--- src/rtl/bcd_tick_counter_pkg.sv ---
// Shared types and constants for the two-digit BCD tick counter: digit width,
// active-low seven-segment patterns and anode encodings.
package bcd_tick_counter_pkg;

    localparam int DIGIT_W = 4;

    typedef logic [DIGIT_W-1:0] bcd_t;
    typedef logic [6:0]         seg_t;   // {g,f,e,d,c,b,a}, active-low

    localparam seg_t SEG_BLANK = 7'b1111111;
    localparam seg_t SEG_LUT [10] = '{
        7'b1000000, 7'b1111001, 7'b0100100, 7'b0110000, 7'b0011001,
        7'b0010010, 7'b0000010, 7'b1111000, 7'b0000000, 7'b0010000
    };

    typedef enum logic [1:0] {
        AN_UNITS = 2'b10,
        AN_TENS  = 2'b01
    } an_t;

    function automatic bcd_t bcd_sat(input bcd_t d);
        return (d > 4'd9) ? 4'd9 : d;
    endfunction

endpackage

--- src/rtl/bcd_tick_counter_if.sv ---
// Control, count and display signals of the BCD tick counter; the master side
// drives tick/controls, the slave side (the counter) drives count and display.
interface bcd_tick_counter_if;

    logic       tick_in;
    logic       run;
    logic       up;
    logic       clear;
    logic       load;
    logic [7:0] load_val;
    logic [7:0] count;
    logic       wrap;
    logic [6:0] seg;
    logic [1:0] an;

    modport master (
        output tick_in, run, up, clear, load, load_val,
        input  count, wrap, seg, an
    );

    modport slave (
        input  tick_in, run, up, clear, load, load_val,
        output count, wrap, seg, an
    );

endinterface

--- src/rtl/bcd_tick_counter_seg7_decoder.sv ---
// Combinational BCD digit to active-low seven-segment decoder; non-BCD codes blank the digit.
module seg7_decoder
    import bcd_tick_counter_pkg::*;
(
    input  bcd_t i_bcd,
    output seg_t o_seg
);

    // NOTE: every always_comb output gets a default first so no path infers a latch.
    always_comb begin
        o_seg = SEG_BLANK;
        case (i_bcd)
            4'd0: o_seg = SEG_LUT[0];
            4'd1: o_seg = SEG_LUT[1];
            4'd2: o_seg = SEG_LUT[2];
            4'd3: o_seg = SEG_LUT[3];
            4'd4: o_seg = SEG_LUT[4];
            4'd5: o_seg = SEG_LUT[5];
            4'd6: o_seg = SEG_LUT[6];
            4'd7: o_seg = SEG_LUT[7];
            4'd8: o_seg = SEG_LUT[8];
            4'd9: o_seg = SEG_LUT[9];
            default: o_seg = SEG_BLANK;
        endcase
    end

endmodule

--- src/rtl/bcd_tick_counter.sv ---
// Two-digit BCD up/down counter stepped by rising edges of an asynchronous tick,
// with a registered, time-multiplexed active-low seven-segment display.
module bcd_tick_counter
    import bcd_tick_counter_pkg::*;
#(
    parameter int SCAN_W   = 10,
    parameter int SYNC_LEN = 2
) (
    input  logic                clk_in,
    input  logic                rst,
    bcd_tick_counter_if.slave   bus
);

    logic [SYNC_LEN-1:0] r_sync;
    logic                r_hist;
    logic [SYNC_LEN:0]   r_fill;
    logic                w_sync_out;
    logic                w_tick;

    bcd_t r_units, r_tens;
    logic r_wrap;
    bcd_t w_units_nxt, w_tens_nxt;
    logic w_wrap_nxt;

    logic [SCAN_W-1:0] r_scan;
    logic              r_digit;
    an_t               r_an;
    seg_t              r_seg;
    bcd_t              w_digit_bcd;
    seg_t              w_seg;

    // Ticks are suppressed until the chain holds real samples, so a tick_in
    // already high when reset lifts is not mistaken for a rising edge.
    assign w_sync_out = r_sync[SYNC_LEN-1];
    assign w_tick     = w_sync_out & ~r_hist & r_fill[SYNC_LEN];

    // NOTE: sequential state uses non-blocking assignments so every flop samples pre-edge values.
    always_ff @(posedge clk_in or negedge rst) begin
        if (!rst) begin
            r_sync <= '0;
            r_hist <= 1'b0;
            r_fill <= '0;
        end else begin
            r_sync <= {r_sync[SYNC_LEN-2:0], bus.tick_in};
            r_hist <= w_sync_out;
            r_fill <= {r_fill[SYNC_LEN-1:0], 1'b1};
        end
    end

    always_comb begin
        w_units_nxt = r_units;
        w_tens_nxt  = r_tens;
        w_wrap_nxt  = 1'b0;
        if (bus.clear) begin
            w_units_nxt = 4'd0;
            w_tens_nxt  = 4'd0;
        end else if (bus.load) begin
            w_units_nxt = bcd_sat(bus.load_val[3:0]);
            w_tens_nxt  = bcd_sat(bus.load_val[7:4]);
        end else if (bus.run && w_tick) begin
            if (bus.up) begin
                if (r_units == 4'd9) begin
                    w_units_nxt = 4'd0;
                    w_tens_nxt  = (r_tens == 4'd9) ? 4'd0 : r_tens + 4'd1;
                    w_wrap_nxt  = (r_tens == 4'd9);
                end else begin
                    w_units_nxt = r_units + 4'd1;
                end
            end else begin
                if (r_units == 4'd0) begin
                    w_units_nxt = 4'd9;
                    w_tens_nxt  = (r_tens == 4'd0) ? 4'd9 : r_tens - 4'd1;
                    w_wrap_nxt  = (r_tens == 4'd0);
                end else begin
                    w_units_nxt = r_units - 4'd1;
                end
            end
        end
    end

    always_ff @(posedge clk_in or negedge rst) begin
        if (!rst) begin
            r_units <= 4'd0;
            r_tens  <= 4'd0;
            r_wrap  <= 1'b0;
        end else begin
            r_units <= w_units_nxt;
            r_tens  <= w_tens_nxt;
            r_wrap  <= w_wrap_nxt;
        end
    end

    // r_digit flips each time the scan counter rolls over, holding each digit for 2**SCAN_W cycles.
    assign w_digit_bcd = r_digit ? r_tens : r_units;

    seg7_decoder u_seg7 (
        .i_bcd (w_digit_bcd),
        .o_seg (w_seg)
    );

    always_ff @(posedge clk_in or negedge rst) begin
        if (!rst) begin
            r_scan  <= '0;
            r_digit <= 1'b0;
            r_an    <= AN_UNITS;
            r_seg   <= SEG_LUT[0];
        end else begin
            r_scan <= r_scan + 1'b1;
            if (&r_scan) begin
                r_digit <= ~r_digit;
            end
            r_an  <= r_digit ? AN_TENS : AN_UNITS;
            r_seg <= w_seg;
        end
    end

    assign bus.count = {r_tens, r_units};
    assign bus.wrap  = r_wrap;
    assign bus.an    = r_an;
    assign bus.seg   = r_seg;

endmodule

--- src/flat_wrapper.sv ---
// flat-port wrapper written by rule: the top's interface ports become plain ports
module bcd_tick_counter_flat import bcd_tick_counter_pkg::*;
#(
    parameter int SCAN_W   = 10,
    parameter int SYNC_LEN = 2
)
  (clk_in, rst, bus_tick_in, bus_run, bus_up, bus_clear, bus_load, bus_load_val, bus_count, bus_wrap, bus_seg, bus_an);
  bcd_tick_counter_if bus_i ();
  input  logic clk_in;
  input  logic rst;
  input wire logic [$bits(bus_i.tick_in)-1:0] bus_tick_in;
  input wire logic [$bits(bus_i.run)-1:0] bus_run;
  input wire logic [$bits(bus_i.up)-1:0] bus_up;
  input wire logic [$bits(bus_i.clear)-1:0] bus_clear;
  input wire logic [$bits(bus_i.load)-1:0] bus_load;
  input wire logic [$bits(bus_i.load_val)-1:0] bus_load_val;
  output wire logic [$bits(bus_i.count)-1:0] bus_count;
  output wire logic [$bits(bus_i.wrap)-1:0] bus_wrap;
  output wire logic [$bits(bus_i.seg)-1:0] bus_seg;
  output wire logic [$bits(bus_i.an)-1:0] bus_an;
  assign bus_i.tick_in = bus_tick_in;
  assign bus_i.run = bus_run;
  assign bus_i.up = bus_up;
  assign bus_i.clear = bus_clear;
  assign bus_i.load = bus_load;
  assign bus_i.load_val = bus_load_val;
  assign bus_count = bus_i.count;
  assign bus_wrap = bus_i.wrap;
  assign bus_seg = bus_i.seg;
  assign bus_an = bus_i.an;
  bcd_tick_counter #(.SCAN_W(SCAN_W), .SYNC_LEN(SYNC_LEN)) u_core (.clk_in(clk_in), .rst(rst), .bus(bus_i));
endmodule
--- config.mk ---
export PLATFORM = sky130hd
export DESIGN_NAME = bcd_tick_counter_flat
export DESIGN_NICKNAME = d
export VERILOG_FILES = /design/src/rtl/bcd_tick_counter_pkg.sv /design/src/rtl/bcd_tick_counter_if.sv /design/src/rtl/bcd_tick_counter_seg7_decoder.sv /design/src/rtl/bcd_tick_counter.sv /design/src/flat_wrapper.sv
export SDC_FILE = /design/constraint.sdc
export NUM_CORES = 1
export LEC_CHECK = 0
export CAP_MARGIN = 10
export CORE_MARGIN = 3
export CORE_UTILIZATION = 35
export DETAILED_ROUTE_END_ITERATION = 6
export GPL_TIMING_DRIVEN = 1
export PLACE_DENSITY_LB_ADDON = 0.2
export SYNTH_ARGS = -nofsm -noshare
export SYNTH_HDL_FRONTEND = slang
export SYNTH_SLANG_ARGS = --single-unit
export TNS_END_PERCENT = 30
--- constraint.sdc ---
create_clock -name clk_in -period 2.49 [get_ports clk_in]
set_input_delay 0.3735 -clock clk_in [delete_from_list [all_inputs] [get_ports clk_in]]
set_output_delay 0.3735 -clock clk_in [all_outputs]
set_load 0.01 [all_outputs]
==> run_results.csv <==
group,metric,value,unit
outcome,outcome,"finished clean",
global_routing,grt_max_degree,36,
worst_hold_path,hold-path-cell-count,0,
synth,yosysSeqAreaShare,44.37,%
critical_path,cp-end-kind,"flip-flop",
global_routing,grt_use_met3,4.102,%
global_routing,grt_pass1_vias,1529,
synth,synthFlopType,"dfrtp_1",
sta,hold_viol,0,
worst_hold_path,holdPathEnd,"u_core.r_sync[1]$_DFF_PN0_",
sta,period_share,80.97,%
placement,gp_congestion,0.8487,
route,routed_via_density,5.162,
critical_path,critPathLaunchType,"flip-flop",
floorplanning,die_h,81.20,microns
finish,finalNetCount,265,
pwr,p_per_area,503.9,nW/um^2
sta,fin_setup_tns,0,ns
sta,slew_headroom,59.47,%
synth,synthCells,204,
worst_hold_path,hp-start,"u_core.r_sync[0]$_DFF_PN0_",
critical_path,crit_type,"reg2reg",
floorplanning,die_w,81.20,microns
placement,dpl.hpwl,3081,microns
critical_path,rr_worst_depth,6,
cts,cts_resized,0,
cts,cts_buffers,5,
floorplanning,placementRows,26,
global_routing,grt_most_used_layer,"met2",
finish,layout-drive-gt1-share,7.113,%
synth,syn-num-nets,231,
route,drt_wl_total,4173,microns
cts,htreeDepth,2,
finish,area_delta_synth_final,24.02,%
synth,synth.cell_area,1979,sq um
global_routing,grt_pass1_wl,7293,microns
synth,synth_area_leader_cell,"dfrtp_1",
global_routing,overflow,0,
sta,finalMaxSlewViolations,0,
critical_path,crit_required,2.66,ns
placement,portBuffers,32,
critical_path,crit_chain,"inv_1, ha_1, or3b_4, a211o_1, a32oi_1, o31ai_1",
route,num_vias,1595,
synth,synthArstFlopShare,100.0,%
cts,cts_setup_buffers,0,
synth,synth-edff-count,0,
synth,ys_ff_latch,35,
floorplanning,core,5303,sq um
cts,cts.clk_slew.worst_paths,0.08,ns
sta,setup_viol,0,
pwr,ir_drop,0.3891,mV
synth,yosys.cell_count.top_type,"dfrtp_1",
cts,max-clock-path-buffers,2,
sta,clock_skew,0.01017,ns
critical_path,critical-path-max-stage-delay,0.48,ns
critical_path,crit_path_top_delay_cell,"dfrtp_1",
cts,clk_latency,0.28,ns
worst_hold_path,hold_path_class,"reg2reg",
sta,fin_crit,2.016,ns
critical_path,path_buf_inv,1,
global_routing,antenna_found_initial,0,
synth,avgSynthCellArea,9.703,sq um
floorplanning,ioPinCount,33,
synth,ys.warnings.count,0,
route,dr.pass1.iters,4,
global_routing,grt_use_total,14.40,%
synth,ys_types,48,
route,ant_nets,0,
global_routing,gr-usage-met1,19.38,%
synth,synth_common_cells,"33 x dfrtp_1, 20 x nor2_1, 15 x nand2_1",
cts,clock_sink_count,35,
finish,regArea,878.3,sq um
run,cap_violations,0,
global_routing,grt_util_met2,22.41,%
critical_path,rrSetupSlack,0.47,ns
pwr,p_leak,1.039,nW
critical_path,critPathMaxFanout,8,
floorplanning,start_util,37.33,%
synth,netlist_top_cells_area,"dfrtp_1 42%, ha_1 7.6%, nor2_1 3.8%",
cts,root_buffer,"clkbuf_8",
route,drc,0,
finish,multi_input_area,1013,sq um
finish,post-route-util,46.30,%
critical_path,worstReg2RegEnd,"u_core.r_tens[2]$_DFFE_PN0P_",
critical_path,cp_top_family,"compound AO/OA/AOI/OAI gates",
finish,nFillCells,504,
sta,rsz0062_at_grt,"no",
cts,holdBufCountCts,0,
synth,synth_top_area_share,41.72,%
floorplanning,die_area,6593,sq um
route,wl_per_cell,13.50,microns
cts,cts_tree,"yes",
sta,worst_slew_pin_slew,0.5911,ns
critical_path,critPathArrivalTime,2.19,ns
sta,fmaxAchievable,0.4960,GHz
finish,diodes,0,
route,dr.first_iter.drc_count,110,
critical_path,rr_startpoint,"u_core.r_units[0]$_DFFE_PN0P_",
==> layer usage <==
metal / routed length (microns) / vias to the layer above
li1: - / 784
met2: 1908 / 51
met1: 1982 / 755
met4: 36 / 0
met3: 246 / 5
met5: 0 / -
==> kinds of logic (layout without fill, tap and decap cells) <==
group                      after synthesis  count (layout)  share of synthesized area [%]
muxes                                    8               8                          4.172
adders and majority gates               12              12                          7.585
xor gates and xnor gates                12              12                          5.310
and+or+nand+nor                         69              69                          18.20
buffers and inverters                   21              56                          4.425
AOI/OAI and AO/OA                       46              46                          15.74
DFF                                     35              35                          44.37
other                                    1               1                         0.1895
==> power by group <==
group          internal (mW)  switching (mW)  leakage, nW  total (mW)
combinational          0.116           0.110        0.551       0.226
clock                  0.191           0.199       0.0477       0.390
sequential             0.596          0.0253        0.441       0.621
total                  0.903           0.334         1.04        1.24
==> cell type report <==
type | count | area share, %
Multi-Input combinational cell | 148 | 41.28
Clock buffer | 5 | 2.803
Tap cell | 70 | 3.568
Inverter | 13 | 1.988
Timing Repair Buffer | 35 | 13.97
Clock inverter | 3 | 0.6116
Sequential cell | 35 | 35.78
==> state kept, by name, summed over array words and instances, names as in the netlist, 2 cells and up <==
name / count
u_core.bus.an: 2
u_core.r_scan: 10
u_core.bus.seg: 7
u_core.r_sync: 2
u_core.r_units: 4
u_core.r_tens: 4
u_core.r_fill: 3
==> per-stage QoR <==
stage / instances / setup WS, ns / total power, mW / instance area [sq um] / hold WS, ns
after floorplan: 204 / 0.5739 / 0.7504 / 1979 / 0.07791
after global placement: 301 / 0.2848 / 0.8603 / 2371 / 0.3338
after detailed placement: 301 / 0.3309 / 0.8581 / 2371 / 0.3355
after CTS: 309 / 0.4772 / 1.255 / 2455 / 0.3545
after global routing: 309 / 0.2656 / 1.308 / 2455 / 0.3576
final: 309 / 0.4740 / 1.237 / 2455 / 0.3508
==> layout by cell type (no fill, tap or decap), types with 3 or more instances in the layout <==
cell type / instances
inv_1: 13
nand2b_1: 6
o21ai_0: 8
a32oi_1: 3
a21oi_1: 13
nor3b_1: 4
dfrtp_1: 33
nor2_1: 20
clkdlybuf4s50_1: 32
clkbuf_8: 5
clkinv_2: 3
xor2_1: 4
ha_1: 12
nor2b_1: 4
xnor2_1: 8
nand2_1: 15
buf_4: 3
a31oi_1: 4
mux2i_1: 6
nand3_1: 5
==> how the worst max path moves through the flow <==
stage | startpoint | to | slack, ns | depth (start not counted)
after floorplan | u_core.r_units[0]$_DFFE_PN0P_ | u_core.r_tens[2]$_DFFE_PN0P_ | 0.57 | 6
after global placement | bus_clear | u_core.r_tens[3]$_DFFE_PN0P_ | 0.28 | 5
after detailed placement | bus_clear | u_core.r_tens[3]$_DFFE_PN0P_ | 0.33 | 5
after CTS | u_core.r_units[0]$_DFFE_PN0P_ | u_core.r_tens[2]$_DFFE_PN0P_ | 0.48 | 6
after global routing | u_core.r_units[0]$_DFFE_PN0P_ | u_core.r_tens[2]$_DFFE_PN0P_ | 0.27 | 6
final | u_core.r_units[0]$_DFFE_PN0P_ | u_core.r_tens[2]$_DFFE_PN0P_ | 0.47 | 6
Power figures use the tool's default switching activity.
==> edit 1 (same flow settings) <==
Make the reset (`rst`) synchronous in 3 clocked blocks. Comments in the files are not updated.
--- a/src/rtl/bcd_tick_counter.sv
+++ b/src/rtl/bcd_tick_counter.sv
@@ -37,3 +37,3 @@
     // NOTE: sequential state uses non-blocking assignments so every flop samples pre-edge values.
-    always_ff @(posedge clk_in or negedge rst) begin
+    always_ff @(posedge clk_in) begin
         if (!rst) begin
@@ -80,3 +80,3 @@
 
-    always_ff @(posedge clk_in or negedge rst) begin
+    always_ff @(posedge clk_in) begin
         if (!rst) begin
@@ -100,3 +100,3 @@
 
-    always_ff @(posedge clk_in or negedge rst) begin
+    always_ff @(posedge clk_in) begin
         if (!rst) begin
Check against the original RTL: differs if rst is asserted again (counterexample within 4 cycles, from zero or initial values and one cycle with rst low); with rst held inactive, the same outputs for 10 cycles.
==> edit 1 against the unedited design <==
- sequential cell count stayed put
- critical path depth unchanged
- core utilization is 1.7 points higher
- sequential share of layout area down 5.8 points
- design area down 4.6%
- area after synthesis shrank 7.7%
- wire length is 10% lower
- power rose by 8.5%
- setup slack better by 0.030 ns
- highest routed layer unchanged
==> edit 1: results (changes against the unedited design) <==
* Max reg flops at 10 (unchanged)
* IO Port Bufs at 32 (unchanged)
* Seq. cell area at 701 µm² (-20%)
* Synth top cells by count: 35 x dfxtp_1, 15 x and2_1, 15 x nand2_1
* Clock skew at 0.00574 ns (-0.00443 ns)
* Largest net degree at the start of global routing at 24 (-33%)
* Nets at 258 (-2.6%)
* CTS buffer count at 5 (unchanged)
* Netlist cell types at 52 (+8.3%)
* Net Sw Power at 0.292 mW (-13%)
* Synth Warn # at 0 (unchanged)
* CTS H-tree lvls at 2 (unchanged)
* Number of inserted diodes at 0 (unchanged)
* Clock Pin Slew Worst Setup and Hold Paths at 0.07 ns
* Crit-path leading delay family: compound AO/OA/AOI/OAI gates
* Vias at 1543 (-3.3%)
* VDD IR max at 361 µV (-7.1%)
* Status: finished, final reports clean
* FMAX at 503 MHz (+1.5%)
* Clock Tree Root: clkbuf_8
* Worst slew margin at 0.614 (+0.0194)
* Post-CTS Resized at 0 (unchanged)
* Crit-path slowest cell: a2111oi_4
* Async set or reset register ratio after synthesis at 0 (-1.00)
* Post-synthesis cell count at 207 (+1.5%)
* Post-CTS Setup Repair Bufs at 0 (unchanged)
* Post-DP Area at 2200 µm² (-7.0%)
* Top FF cell, synth: dfxtp_1
* P_leak at 0.872 nW (-16%)
* Vias in the first global route at 1358 (-11%)
* Syn_nets at 228 (-1.3%)
* Sequential fraction of the synthesis area at 0.384 (-0.0602)
* Placer Congestion at 0.768 (-9.5%)
* Initial antenna violation count at 0 (unchanged)
* TritonRoute pass-1 iters at 4 (unchanged)
* Bufs on Longest Clock Path at 2 (unchanged)
* Share of post-route cells with drive strength above 1 at 0.101 (+0.0297)
* Largest register by flop count: u_core.r_scan
* Worst hold path class: register to register
* Final wirelength at 3750 µm (-10%)
* First-pass GRT wire length at 6240 µm (-14%)
* Detailed placer's ending HPWL at 2620 µm (-15%)
* Avg Vias per Cell at 5.06 (-2.0%)
* # fillers at 474 (-6.0%)
* Synth area leaders: dfxtp_1 38%, and2_1 5.1%, ha_1 4.1%, o21ai_0 3.8%, xnor2_1 3.8%
* Post-place setup slack at 0.202 ns (-0.129 ns)
* CP Max Fanout at 17 (+9)
* Clk_lat worst skew at 0.29 ns
* GRT Util Overall at 0.126 (-0.0176)
* Slowest stage delay, CP at 0.53 ns (+0.05 ns)
* Initial DRC count at 153 (+39%)
* CP arrival at 2.17 ns (-0.02 ns)
* Placed cells at 297 (-1.3%)
[edit 1: layout make-up]
type / count / share of cell area
multi-input cells: 153 / 0.447
flip-flops and latches: 35 / 0.299
repair buffers: 36 / 0.150
well taps: 67 / 0.0358
clock buffers: 5 / 0.0294
clock inverters: 3 / 0.0289
inverters: 6 / 0.00962
[edit 1: per-layer routing]
layer | up-vias | wire (µm) | track usage
li1 | 800 | - | -
met1 | 694 | 1910 | 0.178
met2 | 47 | 1580 | 0.173
met3 | 2 | 242 | 0.0528
met4 | 0 | 15 | 0.0402
met5 | - | 0 | 0
[edit 1: kinds of logic after synthesis]
logic type               after synthesis  share of synthesized area
XOR/XNOR                              11                     0.0527
AND/OR/NAND/NOR                       79                      0.244
buffers and inverters                 19                     0.0431
flip-flops                            35                      0.384
adder cells (fa/ha/maj)                6                     0.0411
AO/OA/AOI/OAI                         50                      0.195
multiplexers                           7                     0.0404
[edit 1: worst paths after layout]
| kind | startpoint | end | slack [ns] | depth (start not counted) |
|---|---|---|---|---|
| worst max register to register | u_core.r_units[0]$_SDFFE_PP0P_ | u_core.r_tens[1]$_SDFFE_PP0P_ | 0.54 | 4 |
| worst min-delay path | u_core.r_sync[0]$_SDFF_PN0_ | u_core.r_sync[1]$_SDFF_PN0_ | 0.44 | 1 |
| worst max-delay path | bus_up | u_core.r_tens[1]$_SDFFE_PP0P_ | 0.50 | 6 |
| worst min register to register | u_core.r_sync[0]$_SDFF_PN0_ | u_core.r_sync[1]$_SDFF_PN0_ | 0.44 | 1 |
[edit 1: power by group through the flow]
stage	clock network, mW	registers (mW)	logic, mW
after CTS	0.626	0.598	0.134
after detailed placement	0	0.611	0.133
after global placement	0	0.611	0.134
after floorplan	0	0.605	0.0770
after global routing	0.660	0.602	0.147
final	0.611	0.598	0.133
==> edit 2 (same flow settings) <==
Without the edit above. `SCAN_W` is set to 10 in 2 places; all go to 20.
--- a/src/rtl/bcd_tick_counter.sv
+++ b/src/rtl/bcd_tick_counter.sv
@@ -5,3 +5,3 @@
 #(
-    parameter int SCAN_W   = 10,
+    parameter int SCAN_W   = 20,
     parameter int SYNC_LEN = 2
--- a/src/flat_wrapper.sv
+++ b/src/flat_wrapper.sv
@@ -3,3 +3,3 @@
 #(
-    parameter int SCAN_W   = 10,
+    parameter int SCAN_W   = 20,
     parameter int SYNC_LEN = 2
Check against the original RTL: same outputs for any inputs over 10 cycles, from zero or initial values and one cycle with rst low; that may be too few to reach the edited logic, so the function may still have changed.
==> edit 2 against the unedited design <==
- combinational power up 9.3%
- setup slack got worse by 0.10 ns
- global-route usage shrank 1.1 points
- via count rose by 14%
- design area increased by 19%
- hold slack better by 0.0021 ns
- synthesized cell count grew 16%
- sequential cell count increased by 10
- wire length grew 16%
- area after synthesis is 22% higher
- power up 21%
- critical path type unchanged
- largest power group unchanged
==> edit 2: results (changes against the unedited design) <==
* Max reg flops at 20 (+10)
* Share of post-route cells with drive strength above 1 at 0.0842 (+0.0131)
* Worst hold path class: register to register
* CTS buffer count at 5 (unchanged)
* Met2 usage at 0.214 (-0.00980)
* GRT Util Overall at 0.133 (-0.0113)
* Final worst setup slack at 0.372 ns (-0.102 ns)
* Placer Congestion at 0.877 (+3.3%)
* Nets at 299 (+13%)
* Clk_lat worst skew at 0.30 ns (+0.02 ns)
* CP Max Fanout at 11 (+3)
* Synth area leaders: dfrtp_1 44%, ha_1 6.2%, xnor2_1 5.1%, nor2_1 2.9%, inv_1 2.6%
* Initial DRC count at 97 (-12%)
* Slowest stage delay, CP at 0.50 ns (+0.02 ns)
* # fillers at 619 (+23%)
* Sequential fraction of the synthesis area at 0.466 (+0.0222)
* Met3 Use GR at 0.0359 (-0.00508)
* Synth Area in Compound Gates at 0.148 (-0.00967)
* VDD IR max at 277 µV (-29%)
* Syn_nets at 263 (+14%)
* Hold depth at 0 (unchanged)
* First-pass GRT wire length at 8270 µm (+13%)
* Worst hold path endpoint: u_core.r_fill[1]$_DFF_PN0_
* Wl on met1 at 2200 µm (+11%)
* Crit-path leading delay family: simple AND/OR/NAND/NOR gates
* Multiplexer share of the synthesized area at 0.0258 (-0.0159)
* P_leak at 1.25 nW (+20%)
* Synth Warn # at 0 (unchanged)
* Detailed placer's ending HPWL at 3500 µm (+14%)
* Worst r2r dst: u_core.bus.wrap$_DFF_PN0_
* Routed wl met3 at 243 µm (-1.2%)
* Synth Area in Adders at 0.0620 (-0.0139)
* CP arrival at 2.29 ns (+0.10 ns)
* Avg Vias per Cell at 5.21 (+0.85%)
* Avg WL per Cell at 13.8 µm (+2.0%)
* Total power at 1.49 mW (+21%)
* Hold slack at 0.353 ns (+0.00214 ns)
* Clock skew at 0.0112 ns (+0.00102 ns)
* Initial antenna violation count at 0 (unchanged)
* Status: finished, final reports clean
* Worst r2r path cells at 5 (-1)
* Final wirelength at 4820 µm (+16%)
* Bufs on Longest Clock Path at 2 (unchanged)
* Mean Syn Cell Area at 10.3 µm² (+5.8%)
* Sequential power at 0.787 mW (+27%)
* Met1 Track Usage GR at 0.173 (-0.0208)
* Largest net degree at the start of global routing at 32 (-11%)
* Met2 Routed Length at 2300 µm (+21%)
* Hold-fix buffers, CTS at 1 (+1)
* Worst-margin pin slew at 0.581 ns (-0.00958 ns)
* Clk pwr share at 0.307 (-0.008)
* Int Pwr at 1.08 mW (+20%)
* Crit-path slowest cell: dfrtp_1
* Placed cells at 341 (+13%)
* Worst Hold Launch: u_core.r_fill[0]$_DFF_PN0_
* Clock Pin Slew Worst Setup and Hold Paths at 0.10 ns (+0.02 ns)
* Netlist cell types at 50 (+4.2%)
* FF-to-FF setup slack at 0.37 ns (-0.10 ns)
* Post-DP Area at 2830 µm² (+19%)
* Synth top cells by count: 43 x dfrtp_1, 19 x nor2_1, 17 x inv_1
-- edit 2: cell types whose count changed after synthesis, moves of 3 or more --
cell / before / now
nand3_1: 5 / 12
o32ai_1: 1 / 4
xnor2_1: 8 / 14
dfrtp_1: 33 / 43
inv_1: 13 / 17
a221oi_1: 0 / 3
a32oi_1: 3 / 0
-- edit 2: layout make-up --
type	count	area, µm²	area share
clock inverter	3	21.3	0.00727
multi-input combinational	167	1200	0.410
inverter	17	63.8	0.0218
clock buffer	5	68.8	0.0235
timing repair buffer	36	348	0.119
sequential	45	1130	0.386
tap	77	96.3	0.0329
-- edit 2: kinds of logic (layout without fill, tap and decap cells) --
logic type                 count (synthesis)  after routing
AOI/OAI and AO/OA                         47             47
adders and majority gates                 12             12
buffers and inverters                     24             61
other                                      1              1
muxes                                      6              6
xor gates and xnor gates                  20             20
and+or+nand+nor                           81             81
DFF                                       45             45
